File: src/rtl/asrv32_clint_pkg.sv
// Shared register map, reset constants and helpers for the asrv32 core-local interruptor.
package asrv32_clint_pkg;

  localparam logic [31:0] MSIP_BASE     = 32'h0000_0000;
  localparam logic [31:0] MTIMECMP_BASE = 32'h0000_4000;
  localparam logic [31:0] MTIME_LO      = 32'h0000_BFF8;
  localparam logic [31:0] MTIME_HI      = 32'h0000_BFFC;
  localparam logic [63:0] MTIMECMP_RST  = 64'hFFFF_FFFF_FFFF_FFFF;

  typedef enum logic [2:0] {
    SEL_NONE,
    SEL_MSIP,
    SEL_CMP_LO,
    SEL_CMP_HI,
    SEL_MTIME_LO,
    SEL_MTIME_HI
  } reg_sel_e;

  function automatic logic [31:0] merge_bytes(input logic [31:0] cur,
                                              input logic [31:0] wdata,
                                              input logic [3:0]  wmask);
    logic [31:0] res;
    res = cur;
    for (int b = 0; b < 4; b++) begin
      if (wmask[b]) res[8*b +: 8] = wdata[8*b +: 8];
    end
    return res;
  endfunction

endpackage

File: src/rtl/asrv32_clint_hart.sv
// Per-hart CLINT channel: msip bit, 64-bit mtimecmp, registered timer compare
// and external IRQ synchroniser.
module asrv32_clint_hart
  import asrv32_clint_pkg::*;
#(
  parameter int SYNC_STAGES = 2
) (
  input  logic        clk,
  input  logic        rst,
  input  logic        msip_we,
  input  logic        cmp_lo_we,
  input  logic        cmp_hi_we,
  input  logic [31:0] wdata,
  input  logic [3:0]  wmask,
  input  logic [63:0] mtime,
  input  logic        ext_irq_async,
  output logic        msip,
  output logic [63:0] mtimecmp,
  output logic        timer_irq,
  output logic        sw_irq,
  output logic        ext_irq
);

  localparam int STAGES = (SYNC_STAGES > 1) ? SYNC_STAGES : 1;

  logic [STAGES-1:0] sync_q;

  always_ff @(posedge clk) begin
    if (rst) begin
      msip      <= 1'b0;
      mtimecmp  <= MTIMECMP_RST;
      timer_irq <= 1'b0;
      sw_irq    <= 1'b0;
    end else begin
      if (msip_we && wmask[0]) msip <= wdata[0];
      if (cmp_lo_we) mtimecmp[31:0]  <= merge_bytes(mtimecmp[31:0], wdata, wmask);
      if (cmp_hi_we) mtimecmp[63:32] <= merge_bytes(mtimecmp[63:32], wdata, wmask);
      // Compare uses this cycle's registered values, so the level lags by one cycle.
      timer_irq <= (mtime >= mtimecmp);
      sw_irq    <= msip;
    end
  end

  // A zero-stage request still gets one flop so the output is always registered.
  if (STAGES == 1) begin : g_one
    always_ff @(posedge clk) begin
      if (rst) sync_q <= '0;
      else     sync_q <= ext_irq_async;
    end
  end else begin : g_chain
    always_ff @(posedge clk) begin
      if (rst) sync_q <= '0;
      else     sync_q <= {sync_q[STAGES-2:0], ext_irq_async};
    end
  end

  assign ext_irq = sync_q[STAGES-1];

endmodule

File: src/rtl/asrv32_clint.sv
// Core-local interruptor top: prescaled 64-bit mtime, bus decode/read mux and
// one asrv32_clint_hart channel per hart.
module asrv32_clint
  import asrv32_clint_pkg::*;
#(
  parameter int NUM_HARTS   = 1,
  parameter int TICK_DIV    = 100,
  parameter int ADDR_W      = 16,
  parameter int SYNC_STAGES = 2
) (
  input  logic                 clk,
  input  logic                 rst,
  input  logic                 i_req,
  input  logic                 i_wr,
  input  logic [ADDR_W-1:0]    i_addr,
  input  logic [31:0]          i_wdata,
  input  logic [3:0]           i_wmask,
  output logic                 o_ack,
  output logic [31:0]          o_rdata,
  input  logic                 i_mtime_wr,
  input  logic [63:0]          i_mtime_din,
  input  logic [NUM_HARTS-1:0] i_ext_irq,
  output logic [NUM_HARTS-1:0] o_timer_irq,
  output logic [NUM_HARTS-1:0] o_sw_irq,
  output logic [NUM_HARTS-1:0] o_ext_irq
);

  localparam int PW = (TICK_DIV > 1) ? $clog2(TICK_DIV) : 1;
  localparam int HW = (NUM_HARTS > 1) ? $clog2(NUM_HARTS) : 1;
  localparam logic [PW-1:0] PRESC_MAX = PW'(TICK_DIV - 1);

  logic [PW-1:0] presc_q, presc_nxt;
  logic [63:0]   mtime_q, mtime_nxt;
  logic [31:0]   addr;
  logic [31:0]   rdata_nxt;
  logic [2:0]    hart;
  logic [HW-1:0] hart_idx;
  logic          bus_wr;
  reg_sel_e      sel;

  logic [NUM_HARTS-1:0] msip_v;
  logic [63:0]          cmp_v [NUM_HARTS];

  assign addr     = 32'(i_addr);
  assign hart_idx = HW'(hart);
  assign bus_wr   = i_req & i_wr;

  // Misaligned addresses and hart slots beyond NUM_HARTS decode as unmapped.
  always_comb begin
    sel  = SEL_NONE;
    hart = '0;
    if (addr[31:2] == MTIME_LO[31:2]) begin
      sel = SEL_MTIME_LO;
    end else if (addr[31:2] == MTIME_HI[31:2]) begin
      sel = SEL_MTIME_HI;
    end else if (addr[31:5] == MSIP_BASE[31:5]) begin
      sel  = SEL_MSIP;
      hart = addr[4:2];
    end else if (addr[31:6] == MTIMECMP_BASE[31:6]) begin
      sel  = addr[2] ? SEL_CMP_HI : SEL_CMP_LO;
      hart = addr[5:3];
    end
    if (addr[1:0] != 2'b00 || int'(hart) >= NUM_HARTS) sel = SEL_NONE;
  end

  // Priority: direct load, then bus write, then prescaler tick.
  always_comb begin
    presc_nxt = (presc_q == PRESC_MAX) ? '0 : presc_q + PW'(1);
    mtime_nxt = (presc_q == PRESC_MAX) ? mtime_q + 64'd1 : mtime_q;
    if (i_mtime_wr) begin
      mtime_nxt = i_mtime_din;
      presc_nxt = '0;
    end else if (bus_wr && sel == SEL_MTIME_LO) begin
      mtime_nxt = {mtime_q[63:32], merge_bytes(mtime_q[31:0], i_wdata, i_wmask)};
      presc_nxt = '0;
    end else if (bus_wr && sel == SEL_MTIME_HI) begin
      mtime_nxt = {merge_bytes(mtime_q[63:32], i_wdata, i_wmask), mtime_q[31:0]};
      presc_nxt = '0;
    end
  end

  // mtime reads return the post-tick value so software sees the edge's result.
  always_comb begin
    rdata_nxt = '0;
    case (sel)
      SEL_MSIP:     rdata_nxt = {31'd0, msip_v[hart_idx]};
      SEL_CMP_LO:   rdata_nxt = cmp_v[hart_idx][31:0];
      SEL_CMP_HI:   rdata_nxt = cmp_v[hart_idx][63:32];
      SEL_MTIME_LO: rdata_nxt = mtime_nxt[31:0];
      SEL_MTIME_HI: rdata_nxt = mtime_nxt[63:32];
      default:      rdata_nxt = '0;
    endcase
  end

  always_ff @(posedge clk) begin
    if (rst) begin
      presc_q <= '0;
      mtime_q <= '0;
      o_ack   <= 1'b0;
      o_rdata <= '0;
    end else begin
      presc_q <= presc_nxt;
      mtime_q <= mtime_nxt;
      o_ack   <= i_req;
      o_rdata <= (i_req && !i_wr) ? rdata_nxt : '0;
    end
  end

  for (genvar h = 0; h < NUM_HARTS; h++) begin : g_hart
    logic hit;
    assign hit = bus_wr && (int'(hart) == h);

    asrv32_clint_hart #(
      .SYNC_STAGES(SYNC_STAGES)
    ) u_hart (
      .clk           (clk),
      .rst           (rst),
      .msip_we       (hit && sel == SEL_MSIP),
      .cmp_lo_we     (hit && sel == SEL_CMP_LO),
      .cmp_hi_we     (hit && sel == SEL_CMP_HI),
      .wdata         (i_wdata),
      .wmask         (i_wmask),
      .mtime         (mtime_q),
      .ext_irq_async (i_ext_irq[h]),
      .msip          (msip_v[h]),
      .mtimecmp      (cmp_v[h]),
      .timer_irq     (o_timer_irq[h]),
      .sw_irq        (o_sw_irq[h]),
      .ext_irq       (o_ext_irq[h])
    );
  end

endmodule
File: config.mk
export PLATFORM = sky130hd
export DESIGN_NAME = asrv32_clint
export DESIGN_NICKNAME = d
export VERILOG_FILES = /design/src/rtl/asrv32_clint_pkg.sv /design/src/rtl/asrv32_clint_hart.sv /design/src/rtl/asrv32_clint.sv
export SDC_FILE = /design/constraint.sdc
export NUM_CORES = 1
export LEC_CHECK = 0
export BUFFER_PORTS_ARGS = -buffer_cell sky130_fd_sc_hd__buf_4
export CORE_UTILIZATION = 55
export DETAILED_ROUTE_END_ITERATION = 10
export PLACE_DENSITY = 0.82
export SETUP_SLACK_MARGIN = 0.02
export SLEW_MARGIN = 5
export SYNTH_ARGS = -nofsm -noshare
export SYNTH_HDL_FRONTEND = slang
export SYNTH_SLANG_ARGS = --single-unit
export TNS_END_PERCENT = 5
File: constraint.sdc
create_clock -name clk -period 5.4 [get_ports clk]
set_clock_uncertainty 0.05 [all_clocks]
set_input_delay 0 -clock clk [delete_from_list [all_inputs] [get_ports clk]]
set_output_delay 0 -clock clk [all_outputs]
set_load 0.01 [all_outputs]
==> flow_summary.toml <==
[run_status]
status = "finished, violations left"
violations = "max-capacitance violations, max-slew violations"

[synthesis]
yosysSeqAreaShare_pct = 31.0
synth_top_family_by_area = "simple AND/OR/NAND/NOR gates"
synth_cell_types = 80
synth_nets = 1646
syn_area_mm2 = 0.0112
synthSimpleGateAreaFrac_pct = 27.1
synth_compound_area_share_pct = 24.5
synthAdderAreaFrac_pct = 7.40
postSynthCellCount = 1458
yosysWarnings = 0
synthMuxAreaShare_pct = 3.53
synthXorXnorAreaFrac_pct = 0.628
avgSynthCellArea_um2 = 7.66
async_reset_ff_share_pct = 0
synth_edf_count = 0
synth_seq_cells = 173
synth_top_flop_cell = "dfxtp_1"

[finish]
fin_nets = 1869
fin_util_pct = 72.1
final_cell_area_mm2 = 0.0142
area_growth_pct = 27.0
drive_above_1_share_pct = 13.7
diodes = 0

[clock_tree]
cts_tree = "built"
cts_sinks = 173
cts_max_path_buffers = 2
path_clk_slew_ns = 0.08
worstSkewPairLatency_ns = 0.44
cts_root_buffer = "clkbuf_16"
cts_made_buffers = 17
post_cts.repair.setup_buffers = 0
htree_levels = 4

[detailed_routing]
vias = 13200
first_iter_violations = 1891
wl_um = 46300
wl_per_cell_um = 23.6
routed_via_density = 6.76
firstDrtPassIters = 7
drc = 0
final_antenna_net_count = 0

[sta]
setup_violations = 0
post-route-min-period_ns = 4.19
fmax_mhz = 238
fin_setup_tns_ns = 0
slew_headroom_pct = -0.195
finalMaxSlewViolations = 1
rsz0062_at_grt = "no"
period_share_pct = 77.7
worstMarginPinSlew_ns = 1.50
hold_viol = 0
holdWs_ns = 0.0710

[grt]
track_usage_pct = 44.9
grt_pass1_vias = 12700
grt_pass1_wl_um = 69800
antenna_found_initial = 0
grt_max_degree = 63
grt_overflow_total = 0

[critical_path]
crit_arrival_ns = 4.47
required_ns = 5.68
timing.rr.start = "mtime_q[18]"
endpoint_kind = "flip-flop"
critPathMaxFanout = 6
critical_path_class = "reg2reg"
critical_path.startpoint = "mtime_q[18]"
crit_path_start_kind = "flip-flop"
r2r_cells = 9

[placed_design]
place_hpwl_um = 32000
port_buffers = 157
placed_area_mm2 = 0.0125
place_congestion = 1.05

[floorplan]
die_h_um = 144
core_mm2 = 0.0197
initial_core_util_pct = 56.8
core.rowCount = 51
pin_count = 158
die_w_um = 144
dieArea_mm2 = 0.0209

[power]
vdd_drop_max_uv = 170
p_leak_nw = 6.55
p_per_area_mw_per_mm2 = 210
power.total_w = 0.00298

[job]
cap_violations = 1

[min_path]
min_from = "i_mtime_din[43]"
hold_path_class = "in2reg"
timing.hold.worst_path_depth = 5
[area by class of cell]
class	count	area, um^2
Clock buffer	18	439
Sequential cell	173	3460
Fill cell	1552	5480
Inverter	90	339
Tap cell	265	332
Multi-Input combinational cell	1115	7070
Timing Repair Buffer	284	2410
Clock inverter	13	130
[timing repair]
item / CTS / global route
setup endpoints to repair: 0 / 0
hold buffers: 110 / 0
endpoints found under the hold margin: 157 / 0
gates resized for setup: 0 / 0
[worst max-delay path, stage by stage (launching register included)]
cell and delay (ns):
dfxtp_1 0.52, nand4_1 0.47, or3_1 0.58, nor3_1 0.59, nand3_1 0.32, or4_1 0.46
mux2_2 0.27, a21oi_1 0.18, nor2_1 0.06, dlygate4sd3_1 0.57
[metal layers]
layer	wire length [um]	track usage (%)
met5	0	0
met4	3350	31.1
met3	6010	11.9
met2	20400	69.4
met1	16500	54.1
[path summary, 6_finish.rpt]
| kind | endpoint | slack, ns |
|---|---|---|
| max | mtime_q[63] | 1.21 |
| min reg2reg | presc_q[0] | 0.39 |
| min | mtime_q[43] | 0.07 |
| max reg2reg | mtime_q[63] | 1.21 |
[report_power, final]
part           internal, W  switching [W]  total [W]
logic             0.000187       0.000199   0.000386
clock network     0.000658       0.000577    0.00123
registers          0.00131      0.0000528    0.00136
[cells in the mapped netlist (all sizes together) (6+ instances only)]
cell	number	area, um^2
nand2	209	787
dfxtp	173	3460
nor2	113	424
inv	90	338
a21oi	76	384
clkbuf	68	255
ha	66	826
o21ai	60	300
nor3	54	287
nand3	49	250
o211ai	48	360
and2	39	244
nand4	38	238
mux2i	36	360
and3	28	175
nor4	24	199
a211oi	22	165
o31ai	21	158
o22ai	17	106
a21o	16	120
a31oi	15	93.8
o221ai	15	131
buf	12	65.1
or3	12	75.1
a2111oi	9	97.6
a22oi	9	67.6
nand2b	8	57.6
nor2b	8	50.1
a211o	7	61.3
a221o	7	70.1
a221oi	6	52.6
a2bb2oi	6	52.6
o21a	6	45.0
[cells by family after synthesis]
logic type               after synthesis
XOR/XNOR                               8
AO/OA/AOI/OAI                        391
AND/OR/NAND/NOR                      611
flip-flops                           173
buffers and inverters                170
adder cells (fa/ha/maj)               66
multiplexers                          39
[sequential cells by signal (all words and copies together), names as in the netlist]
signal and count:
g_hart.u_hart.msip 1, g_hart.u_hart.mtimecmp 64, g_hart.u_hart.sw_irq 1, g_hart.u_hart.sync_q 2, g_hart.u_hart.timer_irq 1, mtime_q 64, o_ack 1, o_rdata 32
presc_q 7
[placed cells by master, fill, tap and decap left out, types with 17 or more instances in the layout]
cell type,instances
nor3_1,52
and3_1,28
o31ai_1,21
buf_4,174
a211oi_1,22
nand2_1,208
o21ai_0,54
nand4_1,38
dlygate4sd3_1,110
dfxtp_1,173
clkbuf_16,17
inv_1,89
o211ai_1,48
mux2i_1,36
o22ai_1,17
nand3_1,48
and2_1,38
a21oi_1,75
nor4_1,18
ha_1,66
nor2_1,113
[through the flow]
stage,setup slack (ns),std cells
floorplan,2.58,1458
global route,1.17,1958
CTS,1.52,1958
detailed placement,1.53,1817
global placement,1.50,1817
finish,1.21,1958
Power figures use the tool's default switching activity.
